## config.mk

```make
export PLATFORM = sky130hd
export DESIGN_NAME = sat_pipe_flat
export DESIGN_NICKNAME = d
export VERILOG_FILES = /design/src/rtl/sat_pkg.sv /design/src/rtl/sat_pipe_if.sv /design/src/rtl/sat_core.sv /design/src/rtl/sat_pipe.sv /design/src/flat_wrapper.sv
export SDC_FILE = /design/constraint.sdc
export NUM_CORES = 1
export LEC_CHECK = 0
export ABC_AREA = 1
export CAP_MARGIN = 20
export CORE_UTILIZATION = 40
export CTS_CLUSTER_DIAMETER = 100
export DETAILED_ROUTE_END_ITERATION = 16
export PLACE_DENSITY = 0.69
export SLEW_MARGIN = 20
export SYNTH_ARGS = -nofsm -noshare
export SYNTH_HDL_FRONTEND = slang
export SYNTH_SLANG_ARGS = --single-unit
export TNS_END_PERCENT = 30
```

## constraint.sdc

```tcl
create_clock -name clk -period 2.1 [get_ports clk]
set_clock_uncertainty 0.2 [all_clocks]
set_input_delay 0.42 -clock clk [delete_from_list [all_inputs] [get_ports clk]]
set_output_delay 0.42 -clock clk [all_outputs]
set_load 0.005 [all_outputs]
```

## src/rtl/sat_pkg.sv

```systemverilog
// sat_pkg: shared definitions for the sat_pipe saturator/rounder.
//   SAT_UCLAMP / SAT_SSAT / SAT_OFFBIN : output mode encodings (2'b11 behaves as SAT_SSAT)
//   ch_width()                         : channel-tag width for a given channel count
package sat_pkg;

  localparam logic [1:0] SAT_UCLAMP = 2'b00;
  localparam logic [1:0] SAT_SSAT   = 2'b01;
  localparam logic [1:0] SAT_OFFBIN = 2'b10;

  // A single channel still needs a 1-bit tag so the ports never collapse to zero width.
  function automatic int ch_width(input int n);
    return (n > 1) ? $clog2(n) : 1;
  endfunction

endpackage

```

## src/rtl/sat_pipe_if.sv

```systemverilog
// sat_pipe_if: input and output sample streams of sat_pipe.
//   Input stream : in_valid, in_ready, in_data (signed ISZ), in_ch (CHW), mode (2)
//   Output stream: out_valid, out_ready, out_data (OSZ), out_ch (CHW), out_hi, out_lo
//   slave  modport: the sat_pipe side
//   master modport: the producer/consumer side
interface sat_pipe_if #(
  parameter int ISZ = 17,
  parameter int OSZ = 12,
  parameter int CHW = 2
);

  logic                  in_valid;
  logic                  in_ready;
  logic signed [ISZ-1:0] in_data;
  logic [CHW-1:0]        in_ch;
  logic [1:0]            mode;

  logic                  out_valid;
  logic                  out_ready;
  logic [OSZ-1:0]        out_data;
  logic [CHW-1:0]        out_ch;
  logic                  out_hi;
  logic                  out_lo;

  modport slave (
    input  in_valid, in_data, in_ch, mode, out_ready,
    output in_ready, out_valid, out_data, out_ch, out_hi, out_lo
  );

  modport master (
    output in_valid, in_data, in_ch, mode, out_ready,
    input  in_ready, out_valid, out_data, out_ch, out_hi, out_lo
  );

endinterface

```

## src/rtl/sat_core.sv

```systemverilog
// sat_core: combinational saturation of a rounded sample to OSZ bits.
//   t    in  TW   rounded signed sample (TW > OSZ)
//   mode in  2    SAT_UCLAMP, SAT_SSAT, SAT_OFFBIN (2'b11 treated as SAT_SSAT)
//   data out OSZ  saturated result
//   hi   out 1    clipped at the upper bound
//   lo   out 1    clipped at the lower bound (never together with hi)
module sat_core
  import sat_pkg::*;
#(
  parameter int TW  = 18,
  parameter int OSZ = 12
) (
  input  logic signed [TW-1:0] t,
  input  logic [1:0]           mode,
  output logic [OSZ-1:0]       data,
  output logic                 hi,
  output logic                 lo
);

  // Bounds expressed at the full width of t so the compares are exact.
  localparam logic signed [TW-1:0] U_MAX = {{(TW-OSZ){1'b0}}, {OSZ{1'b1}}};
  localparam logic signed [TW-1:0] S_MAX = {{(TW-OSZ+1){1'b0}}, {(OSZ-1){1'b1}}};
  localparam logic signed [TW-1:0] S_MIN = {{(TW-OSZ+1){1'b1}}, {(OSZ-1){1'b0}}};

  always_comb begin
    data = t[OSZ-1:0];
    hi   = 1'b0;
    lo   = 1'b0;
    if (mode == SAT_UCLAMP) begin
      if (t[TW-1]) begin
        lo   = 1'b1;
        data = '0;
      end else if (t > U_MAX) begin
        hi   = 1'b1;
        data = '1;
      end
    end else begin
      if (t > S_MAX) begin
        hi   = 1'b1;
        data = {1'b0, {(OSZ-1){1'b1}}};
      end else if (t < S_MIN) begin
        lo   = 1'b1;
        data = {1'b1, {(OSZ-1){1'b0}}};
      end
      // Offset-binary is the two's-complement result with the sign bit flipped.
      if (mode == SAT_OFFBIN) begin
        data[OSZ-1] = ~data[OSZ-1];
      end
    end
  end

endmodule

```

## src/rtl/sat_pipe.sv

```systemverilog
// sat_pipe: two-stage saturator/rounder for time-multiplexed channel streams.
//   clk       in   system clock
//   reset_n   in   synchronous active-low reset
//   bus       if   sat_pipe_if.slave: input stream (valid/ready/data/ch/mode)
//                  and output stream (valid/ready/data/ch/hi/lo)
//   clr       in   clear sticky flags and event counter
//   sat_flags out  per-channel sticky saturation flags
//   sat_count out  saturated-beat counter, holds at all-ones
// Stage 1 registers the rounded sample; stage 2 saturates and registers outputs.
module sat_pipe
  import sat_pkg::*;
#(
  parameter int ISZ = 17,
  parameter int OSZ = 12,
  parameter int RSH = 0,
  parameter int NCH = 4,
  parameter int CW  = 16
) (
  input  logic           clk,
  input  logic           reset_n,
  sat_pipe_if.slave      bus,
  input  logic           clr,
  output logic [NCH-1:0] sat_flags,
  output logic [CW-1:0]  sat_count
);

  localparam int CHW = ch_width(NCH);
  localparam int TW  = ISZ + 1 - RSH;

  // Whole pipe advances together; it only freezes while the output beat waits.
  logic en;
  assign en           = ~(bus.out_valid & ~bus.out_ready);
  assign bus.in_ready = en;

  // Rounding: one guard bit on top keeps the +half from overflowing.
  logic signed [ISZ:0]  ext;
  logic signed [TW-1:0] t_in;
  assign ext = {bus.in_data[ISZ-1], bus.in_data};

  if (RSH > 0) begin : g_round
    localparam logic signed [ISZ:0] HALF = (ISZ+1)'(1) <<< (RSH - 1);
    logic signed [ISZ:0] sum;
    assign sum  = ext + HALF;
    assign t_in = TW'(sum >>> RSH);
  end else begin : g_pass
    assign t_in = ext;
  end

  // Stage 1 state
  logic                 s1_valid;
  logic signed [TW-1:0] s1_t;
  logic [CHW-1:0]       s1_ch;
  logic [1:0]           s1_mode;

  logic [OSZ-1:0] core_data;
  logic           core_hi;
  logic           core_lo;

  sat_core #(
    .TW  (TW),
    .OSZ (OSZ)
  ) u_core (
    .t    (s1_t),
    .mode (s1_mode),
    .data (core_data),
    .hi   (core_hi),
    .lo   (core_lo)
  );

  always_ff @(posedge clk) begin
    if (!reset_n) begin
      s1_valid      <= 1'b0;
      s1_t          <= '0;
      s1_ch         <= '0;
      s1_mode       <= '0;
      bus.out_valid <= 1'b0;
      bus.out_data  <= '0;
      bus.out_ch    <= '0;
      bus.out_hi    <= 1'b0;
      bus.out_lo    <= 1'b0;
    end else if (en) begin
      s1_valid <= bus.in_valid;
      if (bus.in_valid) begin
        s1_t    <= t_in;
        s1_ch   <= bus.in_ch;
        s1_mode <= bus.mode;
      end
      bus.out_valid <= s1_valid;
      if (s1_valid) begin
        bus.out_data <= core_data;
        bus.out_ch   <= s1_ch;
        bus.out_hi   <= core_hi;
        bus.out_lo   <= core_lo;
      end
    end
  end

  // A saturation event is counted exactly once: on the edge its beat enters stage 2.
  logic           sat_evt;
  logic [NCH-1:0] hit;
  assign sat_evt = en & s1_valid & (core_hi | core_lo);

  // Tags >= NCH match no channel, so they never touch the flags.
  genvar gi;
  generate
    for (gi = 0; gi < NCH; gi++) begin : g_hit
      assign hit[gi] = sat_evt && (s1_ch == CHW'(gi));
    end
  endgenerate

  // The event wins over a coincident clear.
  always_ff @(posedge clk) begin
    if (!reset_n) begin
      sat_flags <= '0;
      sat_count <= '0;
    end else begin
      sat_flags <= (clr ? '0 : sat_flags) | hit;
      if (clr) begin
        sat_count <= sat_evt ? CW'(1) : '0;
      end else if (sat_evt && (sat_count != '1)) begin
        sat_count <= sat_count + 1'b1;
      end
    end
  end

endmodule

```

## src/flat_wrapper.sv

```systemverilog
// flat-port wrapper written by rule: the top's interface ports become plain ports
module sat_pipe_flat import sat_pkg::*;
#(
  parameter int ISZ = 17,
  parameter int OSZ = 12,
  parameter int RSH = 0,
  parameter int NCH = 4,
  parameter int CW  = 16
)
  (clk, reset_n, clr, sat_flags, sat_count, bus_in_valid, bus_in_data, bus_in_ch, bus_mode, bus_out_ready, bus_in_ready, bus_out_valid, bus_out_data, bus_out_ch, bus_out_hi, bus_out_lo);
  sat_pipe_if #(.ISZ(ISZ), .OSZ(OSZ), .CHW((2))) bus_i ();
  input  logic clk;
  input  logic reset_n;
  input  logic clr;
  output logic [NCH-1:0] sat_flags;
  output logic [CW-1:0] sat_count;
  input wire logic [$bits(bus_i.in_valid)-1:0] bus_in_valid;
  input wire logic [$bits(bus_i.in_data)-1:0] bus_in_data;
  input wire logic [$bits(bus_i.in_ch)-1:0] bus_in_ch;
  input wire logic [$bits(bus_i.mode)-1:0] bus_mode;
  input wire logic [$bits(bus_i.out_ready)-1:0] bus_out_ready;
  output wire logic [$bits(bus_i.in_ready)-1:0] bus_in_ready;
  output wire logic [$bits(bus_i.out_valid)-1:0] bus_out_valid;
  output wire logic [$bits(bus_i.out_data)-1:0] bus_out_data;
  output wire logic [$bits(bus_i.out_ch)-1:0] bus_out_ch;
  output wire logic [$bits(bus_i.out_hi)-1:0] bus_out_hi;
  output wire logic [$bits(bus_i.out_lo)-1:0] bus_out_lo;
  assign bus_i.in_valid = bus_in_valid;
  assign bus_i.in_data = bus_in_data;
  assign bus_i.in_ch = bus_in_ch;
  assign bus_i.mode = bus_mode;
  assign bus_i.out_ready = bus_out_ready;
  assign bus_in_ready = bus_i.in_ready;
  assign bus_out_valid = bus_i.out_valid;
  assign bus_out_data = bus_i.out_data;
  assign bus_out_ch = bus_i.out_ch;
  assign bus_out_hi = bus_i.out_hi;
  assign bus_out_lo = bus_i.out_lo;
  sat_pipe #(.ISZ(ISZ), .OSZ(OSZ), .RSH(RSH), .NCH(NCH), .CW(CW)) u_core (.clk(clk), .reset_n(reset_n), .bus(bus_i), .clr(clr), .sat_flags(sat_flags), .sat_count(sat_count));
endmodule
```

==> metrics.cfg <==
[status]
status = complete, but fails checks
violations = design-rule violations

[hold_path]
worstHoldStart = u_core.sat_flags[3]$_SDFF_PN0_
hold_depth = 2
hold_path_class = reg -> reg

[cts]
cts_root_buf = clkbuf_8
cts.sinks = 59
cts_buffers = 9
clkLatencyLatePin_ns = 0.33
post-cts-setup-buffers = 0
cts_resized = 2
cts_tree = yes
clk_pin_slew_worst_paths_ns = 0.06
postCtsHoldBufs = 0
clockBufferDepth = 2
cts_max_level = 3

[worst_setup_path]
required_ns = 1.48
path_max_fanout = 7
ff2ff_path_depth = 10
critPathArrivalTime_ns = 1.41
crit_cells = 1
endpoint_kind = primary output
crit_path_start = u_core.sat_count[11]$_SDFFE_PN0P_
path_buf_inv = 1
critPathKind = reg -> out
start_kind = flop
crit_path_cell_trace = clkdlybuf4s50_1
r2r-start = u_core.sat_count[0]$_SDFFE_PN0P_
crit_family = buffers and inverters
slowest_stage = clkdlybuf4s50_1
slowest_delay_ns = 0.58

[synth]
syn_area_um2 = 2690
syn_inst = 370
syn_area_per_cell_um2 = 7.28
synth_edf_count = 0
async_flop_share = 0
synth_ff_type = dfxtp_1
ys_seq_area_frac = 0.438
yosysWarningCount = 0
ys_ff_latch = 59
ys_types = 31
syn-num-nets = 397

[run]
maxCapViolCount = 0

[floorplan]
die_w_um = 84.1
ios = 64
core_area_um2 = 6420
die_h_um = 84.1
dieArea_um2 = 7070
rows = 29
start_util = 0.419

[timing]
timing_worst_slew_pin_value_ns = 0.465
slew_headroom = 0.690
finalCritPeriodShare = 0.965
period_minus_slack_ns = 2.03
slew_viol_final = 0
rsz0062_at_grt = false
fin_ws_ns = 0.0725
fmax_mhz = 493
finalSetupViolCount = 0
hold_violations = 0

[power_and_ir_drop]
power_frac_clock = 0.361
max-vdd-ir-drop_v = 0.000415
seq_power_share = 0.499
p_leak_nw = 1.44
powerDensity_nw_per_um2 = 668
p_comb_frac = 0.140
p_sw_frac = 0.260
p_int_mw = 1.80
p_sw_uw = 634
total_power_mw = 2.44

[layout]
diodes = 0
multi_input_area_um2 = 1300
finalInstanceArea_um2 = 3650
area_growth_pct = 35.4
drive_above_1_share = 0.142
nets = 474
seq_area_um2 = 1180
final_util = 0.568
fill_cells = 609

[global_routing]
grt_max_degree = 38
antenna_found_initial = 0
grt_usage = 0.200
grt_pass1_vias = 2510
grt-ovfl-total = 0
grt_pass1_wl_um = 11400

[drt]
drc = 9
vias = 2595
drtIter0Drc = 160
routedWlPerCell_um = 12.1
vias_per_cell = 4.91
ant_nets = 0
first_pass_iters = 10
routed_wirelength_um = 6410

[place]
dp_hpwl_um = 4600
preCtsSetupSlack_ns = -0.106
port_buffers = 63
gp_congestion = 0.841
postPlaceCellArea_um2 = 3480

==> cell type report <==
type / count / area share
clock buffer: 13 / 0.0408
inverter: 35 / 0.0364
timing repair buffer: 83 / 0.214
tap: 77 / 0.0264
multi-input combinational: 259 / 0.355
sequential: 59 / 0.324
clock inverter: 2 / 0.00343
==> per-stage QoR <==
stage	std cells	TNS, ns	hold slack, ns
2_1_floorplan	370	0	0.243
6_report	528	0	0.260
5_1_grt	528	0	0.296
3_3_place_gp	513	-0.436	0.252
4_1_cts	528	0	0.266
3_5_place_dp	513	-1.52	0.256
==> cells in the mapped netlist (2+ instances only) <==
master	number	area, um^2
nor3_1	3	15.0
o21ai_0	36	180
inv_2	3	11.3
nand3_1	23	115
clkbuf_1	10	37.5
nor2_1	72	270
a21oi_1	29	145
nor2_2	7	43.8
nand4_1	6	37.5
nand2_1	48	180
inv_1	31	116
o21ai_1	6	30.0
nor2_4	2	22.5
xor2_1	2	17.5
nand3_2	8	80.1
dfxtp_1	59	1180
buf_2	5	25.0
nand2_2	7	43.8
==> cell families (layout without fill, tap and decap cells) <==
| logic type | count (synthesis) | in the layout | synth area share |
|---|---|---|---|
| DFF | 59 | 59 | 0.438 |
| buffers and inverters | 52 | 133 | 0.0822 |
| and+or+nand+nor | 182 | 182 | 0.327 |
| adders and majority gates | 1 | 1 | 0.00464 |
| AOI/OAI and AO/OA | 74 | 74 | 0.141 |
| xor gates and xnor gates | 2 | 2 | 0.00650 |
==> layout by cell type, fill, tap and decap left out, types with 2 or more instances in the layout <==
| master | n |
|---|---|
| o21ai_0 | 36 |
| clkdlybuf4s50_1 | 62 |
| nor3_1 | 3 |
| clkbuf_8 | 10 |
| buf_4 | 20 |
| nand2_1 | 48 |
| nand3_2 | 8 |
| nor2_2 | 6 |
| a21oi_1 | 29 |
| nor2_1 | 72 |
| dfxtp_1 | 59 |
| nand2_2 | 7 |
| clkbuf_1 | 3 |
| inv_2 | 3 |
| inv_1 | 31 |
| clkinv_2 | 2 |
| nor2_4 | 3 |
| nand3_1 | 23 |
| xor2_1 | 2 |
| nand4_1 | 6 |
| o21ai_1 | 6 |
==> metal layers <==
layer,wire (um),vias to the layer above,share of wire,track usage
li1,-,1355,-,-
met1,3120,1155,0.49,0.262
met2,2870,77,0.45,0.319
met3,331,8,0.052,0.0356
met4,86,0,0.013,0.0956
met5,0,-,0,0
==> worst register-to-register path, delay by kind of cell (launching register included) <==
family	cells	cell delay [ns]
AOI/OAI and AO/OA	1	0.06
adders and majority gates	1	0.17
buffers and inverters	2	0.19
DFF	1	0.34
and+or+nand+nor	6	0.77
==> flip-flops by register name, summed over array words and instances (netlist names) <==
register / cells
u_core.s1_mode: 2
u_core.s1_t: 17
u_core.bus.out_ch: 2
u_core.bus.out_hi: 1
u_core.s1_valid: 1
u_core.bus.out_data: 12
u_core.bus.out_lo: 1
u_core.sat_count: 16
u_core.sat_flags: 4
u_core.s1_ch: 2
u_core.bus.out_valid: 1
==> worst paths after layout <==
path,slack [ns],endpoint
min,0.26,u_core.sat_flags[3]$_SDFF_PN0_
min reg2reg,0.26,u_core.sat_flags[3]$_SDFF_PN0_
max reg2reg,0.26,u_core.sat_count[13]$_SDFFE_PN0P_
max,0.07,sat_count[11]
==> power by group through the flow <==
stage | registers (mW) | clock network, mW | logic [mW]
2_1_floorplan | 1.24 | 0 | 0.181
3_3_place_gp | 1.24 | 0 | 0.335
3_5_place_dp | 1.24 | 0 | 0.340
4_1_cts | 1.22 | 0.906 | 0.342
5_1_grt | 1.22 | 0.947 | 0.383
6_report | 1.22 | 0.879 | 0.341
(Power assumes the default switching activity.)
